==> src/rtl/seg_scan_disp.sv <==
`default_nettype none
// ============================================================================
// Module   : seg_scan_disp
// Purpose  : Byte-to-BCD (double-dabble) converter driving a 4-digit
//            multiplexed active-low seven-segment display.
// Option   : SEG_LEAD_ZERO_BLANK_EN blanks leading zeros on hundreds/tens.
// Revision : 1.0 - initial release
// ============================================================================
module seg_scan_disp #(
    parameter int CNT_SCAN = 50_000
) (
    input  logic       sys_clk,
    input  logic       sys_rst,
    input  logic [7:0] data_in,
    input  logic       data_vld,
    output logic       busy,
    output logic [3:0] led_bit,
    output logic [7:0] led_out
);

    localparam int         c_CNT_W   = $clog2(CNT_SCAN);
    localparam logic [1:0] c_S_IDLE  = 2'd0;
    localparam logic [1:0] c_S_SHIFT = 2'd1;
    localparam logic [1:0] c_S_DONE  = 2'd2;

    logic [1:0]         r_state;
    logic [7:0]         r_bin;
    logic [11:0]        r_bcd;
    logic [2:0]         r_iter;
    logic               r_busy;
    logic [3:0]         r_hun;
    logic [3:0]         r_ten;
    logic [3:0]         r_uni;
    logic [c_CNT_W-1:0] r_scan_cnt;
    logic [1:0]         r_idx;
    logic [3:0]         r_led_bit;
    logic [7:0]         r_led_out;

    logic [11:0]        w_bcd_adj;
    logic               w_hun_blank;
    logic               w_ten_blank;
    logic [7:0]         w_seg;

    function automatic logic [7:0] seg_code(input logic [3:0] d);
        case (d)
            4'd0:    seg_code = 8'hC0;
            4'd1:    seg_code = 8'hF9;
            4'd2:    seg_code = 8'hA4;
            4'd3:    seg_code = 8'hB0;
            4'd4:    seg_code = 8'h99;
            4'd5:    seg_code = 8'h92;
            4'd6:    seg_code = 8'h82;
            4'd7:    seg_code = 8'hF8;
            4'd8:    seg_code = 8'h80;
            4'd9:    seg_code = 8'h90;
            default: seg_code = 8'hFF;
        endcase
    endfunction

    genvar gi;
    generate
        for (gi = 0; gi < 3; gi++) begin : g_adj
            assign w_bcd_adj[4*gi +: 4] = (r_bcd[4*gi +: 4] >= 4'd5) ?
                                          r_bcd[4*gi +: 4] + 4'd3 :
                                          r_bcd[4*gi +: 4];
        end
    endgenerate

    always_ff @(posedge sys_clk or posedge sys_rst) begin
        if (sys_rst) begin
            r_state <= c_S_IDLE;
            r_bin   <= 8'd0;
            r_bcd   <= 12'd0;
            r_iter  <= 3'd0;
            r_busy  <= 1'b0;
            r_hun   <= 4'd0;
            r_ten   <= 4'd0;
            r_uni   <= 4'd0;
        end else begin
            case (r_state)
                c_S_IDLE: begin
                    if (data_vld) begin
                        r_bin   <= data_in;
                        r_bcd   <= 12'd0;
                        r_iter  <= 3'd0;
                        r_busy  <= 1'b1;
                        r_state <= c_S_SHIFT;
                    end
                end
                c_S_SHIFT: begin
                    {r_bcd, r_bin} <= {w_bcd_adj[10:0], r_bin, 1'b0};
                    r_iter         <= r_iter + 3'd1;
                    if (r_iter == 3'd7) begin
                        r_state <= c_S_DONE;
                    end
                end
                c_S_DONE: begin
                    // All three digits move together so the scan never sees a mix
                    r_hun   <= r_bcd[11:8];
                    r_ten   <= r_bcd[7:4];
                    r_uni   <= r_bcd[3:0];
                    r_busy  <= 1'b0;
                    r_state <= c_S_IDLE;
                end
                default: begin
                    r_busy  <= 1'b0;
                    r_state <= c_S_IDLE;
                end
            endcase
        end
    end

    always_ff @(posedge sys_clk or posedge sys_rst) begin
        if (sys_rst) begin
            r_scan_cnt <= '0;
            r_idx      <= 2'd0;
        end else if (r_scan_cnt == c_CNT_W'(CNT_SCAN - 1)) begin
            r_scan_cnt <= '0;
            r_idx      <= r_idx + 2'd1;
        end else begin
            r_scan_cnt <= r_scan_cnt + c_CNT_W'(1);
        end
    end

`ifdef SEG_LEAD_ZERO_BLANK_EN
    assign w_hun_blank = (r_hun == 4'd0);
    assign w_ten_blank = (r_hun == 4'd0) && (r_ten == 4'd0);
`else
    assign w_hun_blank = 1'b0;
    assign w_ten_blank = 1'b0;
`endif

    always_comb begin
        w_seg = 8'hFF;
        case (r_idx)
            2'd0:    w_seg = seg_code(r_uni);
            2'd1:    w_seg = w_ten_blank ? 8'hFF : seg_code(r_ten);
            2'd2:    w_seg = w_hun_blank ? 8'hFF : seg_code(r_hun);
            default: w_seg = 8'hFF;
        endcase
    end

    // Select and segments registered together to avoid ghosting between digits
    always_ff @(posedge sys_clk or posedge sys_rst) begin
        if (sys_rst) begin
            r_led_bit <= 4'b1111;
            r_led_out <= 8'hFF;
        end else begin
            r_led_bit <= ~(4'b0001 << r_idx);
            r_led_out <= w_seg;
        end
    end

    assign busy    = r_busy;
    assign led_bit = r_led_bit;
    assign led_out = r_led_out;

endmodule
`default_nettype wire

==> config.mk <==
export PLATFORM = sky130hd
export DESIGN_NAME = seg_scan_disp
export DESIGN_NICKNAME = d
export VERILOG_FILES = /design/src/rtl/seg_scan_disp.sv
export SDC_FILE = /design/constraint.sdc
export NUM_CORES = 1
export LEC_CHECK = 0
export ABC_CLOCK_PERIOD_IN_PS = 2100
export CAP_MARGIN = 10
export CORE_ASPECT_RATIO = 0.6
export CORE_MARGIN = 5
export CORE_UTILIZATION = 40
export CTS_CLUSTER_DIAMETER = 80
export CTS_CLUSTER_SIZE = 24
export DETAILED_ROUTE_END_ITERATION = 10
export MAX_ROUTING_LAYER = met4
export PLACE_DENSITY = 0.6
export SYNTH_ARGS = -nofsm -noshare
export SYNTH_HDL_FRONTEND = slang
export SYNTH_SLANG_ARGS = --single-unit
==> constraint.sdc <==
create_clock -name sys_clk -period 2.1 [get_ports sys_clk]
set_input_delay 0.42 -clock sys_clk [delete_from_list [all_inputs] [get_ports sys_clk]]
set_output_delay 0.42 -clock sys_clk [all_outputs]
set_load 0.02 [all_outputs]
# Yosys cells after proc, flatten, opt, wreduce, memory -nomap -nowiden
# Memories as Yosys holds them, arrays and structs flattened.
# Cells that the tools add are included.
dict set report op_classes {
  add_sub_neg 6
  reduce_logical 6
  n_lt_le_gt_ge 3
  n_bitwise 2
  n_eq_ne 8
  shifts 1
  n_mux 16
}
# operator count
set op_table {}
lappend op_table {{$pmux 12 s2} 1}
lappend op_table {{$pmux 8 s3} 1}
lappend op_table {{$add 16x1->16 const B} 1}
lappend op_table {{$eq 16x16->1 const B} 1}
lappend op_table {{$mux 16} 1}
lappend op_table {{$pmux 8 s2} 1}
lappend op_table {{$ge 4x3->1 const B} 3}
lappend op_table {{$mux 12} 1}
lappend op_table {{$add 4x2->4 const B} 2}
lappend op_table {{$mux 4} 2}
lappend op_table {{$mux 8} 1}
lappend op_table {{$mux 3} 2}
lappend op_table {{$pmux 3 s2} 1}
lappend op_table {{$reduce_and 2->1} 3}
lappend op_table {{$eq 2x1->1 const B} 2}
lappend op_table {{$eq 2x2->1 const B} 2}
lappend op_table {{$logic_not 2->1} 2}
lappend op_table {{$mux 2} 2}
lappend op_table {{$ne 2x2->1 const B} 2}
lappend op_table {{$not 4->4} 1}
lappend op_table {{$pmux 2 s2} 1}
lappend op_table {{$shl 1x2->4 const A} 1}
lappend op_table {{$add 3x1->3 const B} 1}
lappend op_table {{$add 3x2->3 const B} 1}
lappend op_table {{6 further kinds} 6}
dict set report totals {
  out_inout_bits 13
  mem_bits_ro 336
  wordCells 57
  ff_bits 68
  n_memories 3
}
# name words width read_ports rd_ports_with_merged_regs write_ports line_no
set mem_list {}
lappend mem_list {{(name not given)} 16 7 1 0 0 45} ;# case (d)
lappend mem_list {{(name not given)} 16 7 1 0 0 45}
lappend mem_list {{(name not given)} 16 7 1 0 0 45}

# Logic depth before layout (Yosys ltp)
# Gate-level depths: netlist of the first run.
dict set report depth {
  ltp_word 3
  mapped_depth 7
  depth_no_buf 6
}

# Least setup slack after synthesis of the first run
# No wires, ideal clock.
dict set report synth_path {
  kind {reg2reg}
  start {register r_scan_cnt[0]}
  end {register r_idx[1]}
  setup_time_ns 0.125
  path_stages_with_launch 5
  t_arrival_ns 1.421
  required_time_ns 1.975
  slack_ns 0.554
  path_buffers 0
  path_cell_list {dfrtp_1 > ha_1 > nand4_1 > nor4_2 > mux2_2}
}
dict set report synth_between {
  elab_chain_cells 1
}
# element line_no
set synth_lines {}
lappend synth_lines {{start, declared} 34} ;# logic [c_CNT_W-1:0] r_scan_cnt;
lappend synth_lines {{start signal, assigned} 121} ;# r_scan_cnt <= r_scan_cnt + c_CNT_W'(1);
lappend synth_lines {{$eq 16x16->1} 117} ;# end else if (r_scan_cnt == c_CNT_W'(CNT_SCAN - 1)) begin
lappend synth_lines {{end signal, assigned} 119} ;# r_idx <= r_idx + 2'd1;
lappend synth_lines {{end, declared} 35} ;# logic [1:0] r_idx;
# No other way between the ends.
# A chain may end at the register's enable or synchronous reset.

# Final worst setup path of the first run
dict set report layout_path {
  start {register r_led_out[1], in the netlist led_out[1]}
  end {output port led_out[1]}
}
# element line_no
set layout_lines {}
lappend layout_lines {{start, declared} 37} ;# logic [7:0] r_led_out;
lappend layout_lines {{start signal, assigned} 150} ;# r_led_out <= w_seg;
lappend layout_lines {{end, declared} 18} ;# output logic [7:0] led_out
# No word-level cell between the ends.

==> flow_summary.ini, run 1 <==
[global_route]
grt_pass1_vias = 2503
grt_pass1_wl_mm = 12.5
grt_max_degree = 68
grt_use_total_pct = 14.4
grt-ovfl-total = 0
antenna_found_initial = 0

[clocking]
cts.sinks = 67
cts_tree = built
cts_resized = 0
hold_buffers = 0
h-tree-depth = 3
cts-root-buf = clkbuf_16
clkTransAtPathRegs_ps = 60
clkLatencyLatePin_ps = 330
clk_path_buf_depth = 2
post_cts_buffers = 0
cts_buffers = 9

[power]
seqPwrFrac_pct = 38.8
switchingPower_mw = 2.02
internal_power_mw = 3.44
p_comb_share_pct = 35.8
irDropWorstVdd_uv = 509
p_leak_nw = 1.93
pwr-share-clk_pct = 25.4
p_per_area_nw_per_um2 = 1280
p_sw_share_pct = 37.0

[run_status]
status = finished clean

[worst_setup_path]
critical_path.top_delay_family = buffers and inverters
crit_buf_inv = 1
required_ps = 1680
critPathKind = flop to primary output
worst_path_max_delay_cell = clkdlybuf4s50_1
cp_max_fo = 1
endpoint_kind = primary output
critPathArrivalTime_ps = 1470
worstPathCellList = clkdlybuf4s50_1
slowest_delay_ps = 610
crit_path_start_kind = flop

[cells_and_area]
final_cells = 507
areaGrowthSynthToFinish_pct = 16.8
drive_above_1_share_pct = 10.7
utilization_pct = 47.2
antenna_cells = 0
fin_nets = 429

[detailed_routing]
drt-total-wl_mm = 7.20
drc_errors = 0
dr.pass1.iters = 4
ant_nets = 0
viasPerCell = 5.06
drt_iter0_drc = 190
wire_per_inst_um = 14.2
vias = 2564

[placement]
portBuffers = 22
gp_congestion = 0.871
dp_hpwl_mm = 5.09
dp_slack_ps = 416
dp.cells = 491

[logic_synthesis]
syn_inst = 365
synth_nets = 408
synth_top_cell_area_share_pct = 38.3
ys_seq_elements = 67
synthTopCellsByArea = dfrtp_1, ha_1, dfstp_2
ys_seq_area_share_pct = 46.3
syn-cell-area_um2 = 3650
async_flop_share_pct = 100
synth_most_common_cell = dfrtp_1
ys_warn_count = 0
synthFlopType = dfrtp_1
syn_avg_cell_area_um2 = 10.0
synth-edff-count = 0
synth_top_area_cell = dfrtp_1
ys_types = 38
ys_top_cells_by_count = dfrtp_1, nand2_1, ha_1

[hold_path]
min_path_type = primary input to asynchronous set/reset pin

[sta]
rsz0062_at_grt = false
maxSlewViolCount = 0
finalSetupViolCount = 0
setup_tns_ps = 0
finalCritPeriodShare_pct = 90.0
holdWs_ps = 479
hold_viol_final = 0
worst_pin_slew_ps = 759
setup_ws_ps = 211
post-route-min-period_ps = 1890
max_freq_mhz = 529
slew-limit-headroom_pct = 49.4
worst_clock_skew_ps = 6.05

[job]
drv_cap = 0

[die]
ioPinCount = 24
die_w_um = 133
dieArea_um2 = 11200
initial_core_util_pct = 40.4
core_area_um2 = 9050
std_cell_rows = 27
die_h_um = 84.0
-- final timing paths --
path	start	end	slack, ps	depth (start not counted)
worst max-delay path	led_out[1]	led_out[1]	210	1
min in group sys_clk	r_bin[6]	r_bin[6]	480	2
max in group asynchronous	sys_rst	led_out[4]	1280	3
worst max register to register	r_scan_cnt[0]	r_idx[1]	390	4
worst min register to register	r_bin[6]	r_bin[6]	480	2
worst min-delay path	sys_rst	r_scan_cnt[1]	480	3
-- routing by layer --
metal / GRT usage [%] / wire [µm] / vias to the layer above
met1: 21.8 / 4140 / 1237
met5: - / 0 / -
met4: 5.32 / 34 / 0
met3: 4.10 / 235 / 2
met2: 17.5 / 2790 / 30
li1: - / - / 1295
-- worst min-delay path, delay by kind of cell --
family | cells | cell delay [ps]
buffers and inverters | 3 | 790
-- kinds of logic after synthesis --
| kind of cell | share of synthesized area [%] |
|---|---|
| buffers and inverters | 4.86 |
| muxes | 5.44 |
| and+or+nand+nor | 14.5 |
| xor gates and xnor gates | 5.27 |
| DFF | 46.3 |
| other | 0.103 |
| AOI/OAI and AO/OA | 12.6 |
| adders and majority gates | 11.0 |
-- layout make-up --
class / count / area [µm²]
multi-input cells: 254 / 1790
clock inverters: 6 / 41.3
well taps: 116 / 145
clock buffers: 10 / 239
flip-flops and latches: 67 / 1690
fillers: 848 / 4780
repair buffers: 26 / 263
inverters: 28 / 105
-- cell usage in the layout (no fill, tap or decap), drive strengths merged, types with 10 or more instances in the layout --
cell,synthesis,routed
a21oi,19,19
nand3,13,13
dfstp,11,11
o21ai,28,28
nand2,34,34
nor2,19,19
mux2i,12,12
dfrtp,56,56
clkdlybuf4s50,0,22
ha,32,32
nand2b,12,12
xnor2,15,15
clkbuf,9,10
inv,28,28
-- state kept, by name (all words and copies together), names as in the netlist, 2 cells and up --
register / cells
r_state: 2
r_idx: 2
r_iter: 3
r_bin: 8
r_hun: 4
led_bit: 4
r_uni: 4
led_out: 7
r_ten: 4
r_scan_cnt: 16
r_bcd: 12
-- metrics by stage --
stage / cell area [µm²] / power, mW
floorplan: 3650 / 3.51
finish: 4270 / 5.46
detailed placement: 3990 / 4.10
CTS: 4270 / 5.52
global placement: 3990 / 4.03
global route: 4270 / 5.89
-- power groups by stage --
| stage | sequential (mW) | clock (mW) | combinational, mW |
|---|---|---|---|
| floorplan | 2.04 | 0 | 1.48 |
| global placement | 2.12 | 0 | 1.90 |
| detailed placement | 2.14 | 0 | 1.96 |
| CTS | 2.12 | 1.43 | 1.97 |
| global route | 2.20 | 1.48 | 2.22 |
| finish | 2.12 | 1.39 | 1.96 |
Power figures use the tool's default switching activity.
==> run 2: changes to the inputs <==
==> constraint.sdc (replaced) <==
create_clock -name sys_clk -period 2.1 [get_ports sys_clk]
set_input_delay 0.21 -clock sys_clk [delete_from_list [all_inputs] [get_ports sys_clk]]
set_output_delay 0.21 -clock sys_clk [all_outputs]
set_load 0.02 [all_outputs]
==> flow_summary.ini, run 2 (synthesized netlist as in run 1, its figures left out) <==
[run_status]
status = finished clean

[detailed_routing]
viasPerCell = 5.00
dr.pass1.iters = 4
wl_met3_um = 205
vias = 2542
wire_per_inst_um = 13.9
drt_iter0_drc = 182
top_layer_used = met4
drt-total-wl_mm = 7.06
wl_met1_mm = 4.05
ant_nets = 0
drc_errors = 0
dr_wl_met2_mm = 2.77

[worst_setup_path]
worst_path_max_delay_cell = dfrtp_1
worstPathCellList = ha_1 > nand4_1 > nor4_2 > mux2_2
cp_max_fo = 5
slowest_delay_ps = 380
critPathArrivalTime_ps = 1890
endpoint_kind = flop
required_ps = 2310
regToRegStartpoint = r_scan_cnt[0]
timing.rr.end = r_idx[1]
r2r_setup_slack_ps = 420
worst-r2r-cell-count = 4
critPathKind = flop to flop
crit_path_start_kind = flop

[power]
p_sw_share_pct = 36.3
irDropWorstVdd_uv = 498
switchingPower_mw = 1.95
pwr-share-clk_pct = 24.6
p_leak_nw = 1.94
p_comb_share_pct = 36.0
p_per_area_nw_per_um2 = 1260
seqPwrFrac_pct = 39.4
internal_power_mw = 3.43

[clocking]
cts_tree = built
h-tree-depth = 3
clkTransAtPathRegs_ps = 50
hold_buffers = 0
clk_path_buf_depth = 2
clkLatencyLatePin_ps = 330
cts_buffers = 9
cts_resized = 0
post_cts_buffers = 0
cts-root-buf = clkbuf_16
cts.sinks = 67

[sta]
maxSlewViolCount = 0
worst_clock_skew_ps = 9.59
rsz0062_at_grt = false
finalSetupViolCount = 0
max_freq_mhz = 594
slew-limit-headroom_pct = 50.8
setup_tns_ps = 0
finalCritPeriodShare_pct = 80.2
hold_viol_final = 0
post-route-min-period_ps = 1680
worst_pin_slew_ps = 738

[cells_and_area]
antenna_cells = 0
layout_common_cells = dfrtp_1, nand2_1, ha_1
drive_above_1_share_pct = 10.2
multi_input_area_um2 = 1790
seq_area_um2 = 1690
top_regs = r_scan_cnt x16, r_bcd x12, r_bin x8
final_common_cell = dfrtp_1
largest-register = r_scan_cnt
largest_reg_flops = 16
fill_cells = 853
utilization_pct = 47.1
fin_nets = 430
areaGrowthSynthToFinish_pct = 16.6

[die]
ioPinCount = 24
std_cell_rows = 27
die_h_um = 84.0
core_area_um2 = 9050
die_w_um = 133
initial_core_util_pct = 40.4
dieArea_um2 = 11200

[global_route]
grt_max_degree = 68
antenna_found_initial = 0
grt_pass1_vias = 2438
grt_pass1_wl_mm = 12.3
grt_use_total_pct = 14.1
grt-ovfl-total = 0

[placement]
dp_hpwl_mm = 5.08
gp_congestion = 0.838
portBuffers = 22

[hold_path]
min_path_type = primary input to asynchronous set/reset pin

[job]
drv_cap = 0
run 2: cell count changes in the layout (fill, tap and decap cells not counted), sizes merged:
cell,delta
clkinvlp,-3
buf,+1
clkbuf,+3
run 2: cell type report:
type                    instances  share of cell area [%]
flip-flops and latches         67                    39.7
clock inverters                 3                   0.352
inverters                      28                    2.47
repair buffers                 27                    6.34
multi-input cells             254                    41.9
clock buffers                  13                    5.87
well taps                     116                    3.40
run 2: critical path, delay by kind of cell (launching register included):
kind                       cells  cell delay [ps]
muxes                          1              370
DFF                            1              380
and+or+nand+nor                2              610
adders and majority gates      1              210
run 2: how the worst max path moves through the flow:
stage | endpoint | startpoint | slack, ps | depth (start not counted)
final | r_idx[1] | r_scan_cnt[0] | 420 | 4
after global routing | led_out[1] | r_uni[1] | 310 | 5
after CTS | r_idx[1] | r_scan_cnt[0] | 410 | 4
after detailed placement | r_idx[1] | r_scan_cnt[0] | 420 | 4
after global placement | r_idx[1] | r_scan_cnt[0] | 470 | 4
after floorplan | busy | sys_rst | 230 | 1
run 2: layer usage:
metal,track usage [%],vias up
met2,16.5,31
met1,22.2,1212
met4,4.20,0
met5,-,-
met3,4.22,5
li1,-,1294
run 2: power by group through the flow:
stage               logic (mW)  registers (mW)  clock network (mW)
floorplan                 1.48            2.04                   0
global placement          1.89            2.12                   0
detailed placement        1.95            2.14                   0
CTS                       1.96            2.12                1.37
global route              2.21            2.19                1.42
finish                    1.94            2.12                1.32
run 2: through the flow:
stage / setup WS, ps / area, µm² / total power, mW / instances / hold WS (ps)
after floorplan: 225 / 3650 / 3.51 / 365 / 377
after global placement: 469 / 4000 / 4.01 / 492 / 467
after detailed placement: 417 / 4000 / 4.09 / 492 / 476
after CTS: 410 / 4260 / 5.45 / 508 / 290
after global routing: 314 / 4260 / 5.83 / 508 / 323
final: 417 / 4260 / 5.39 / 508 / 261
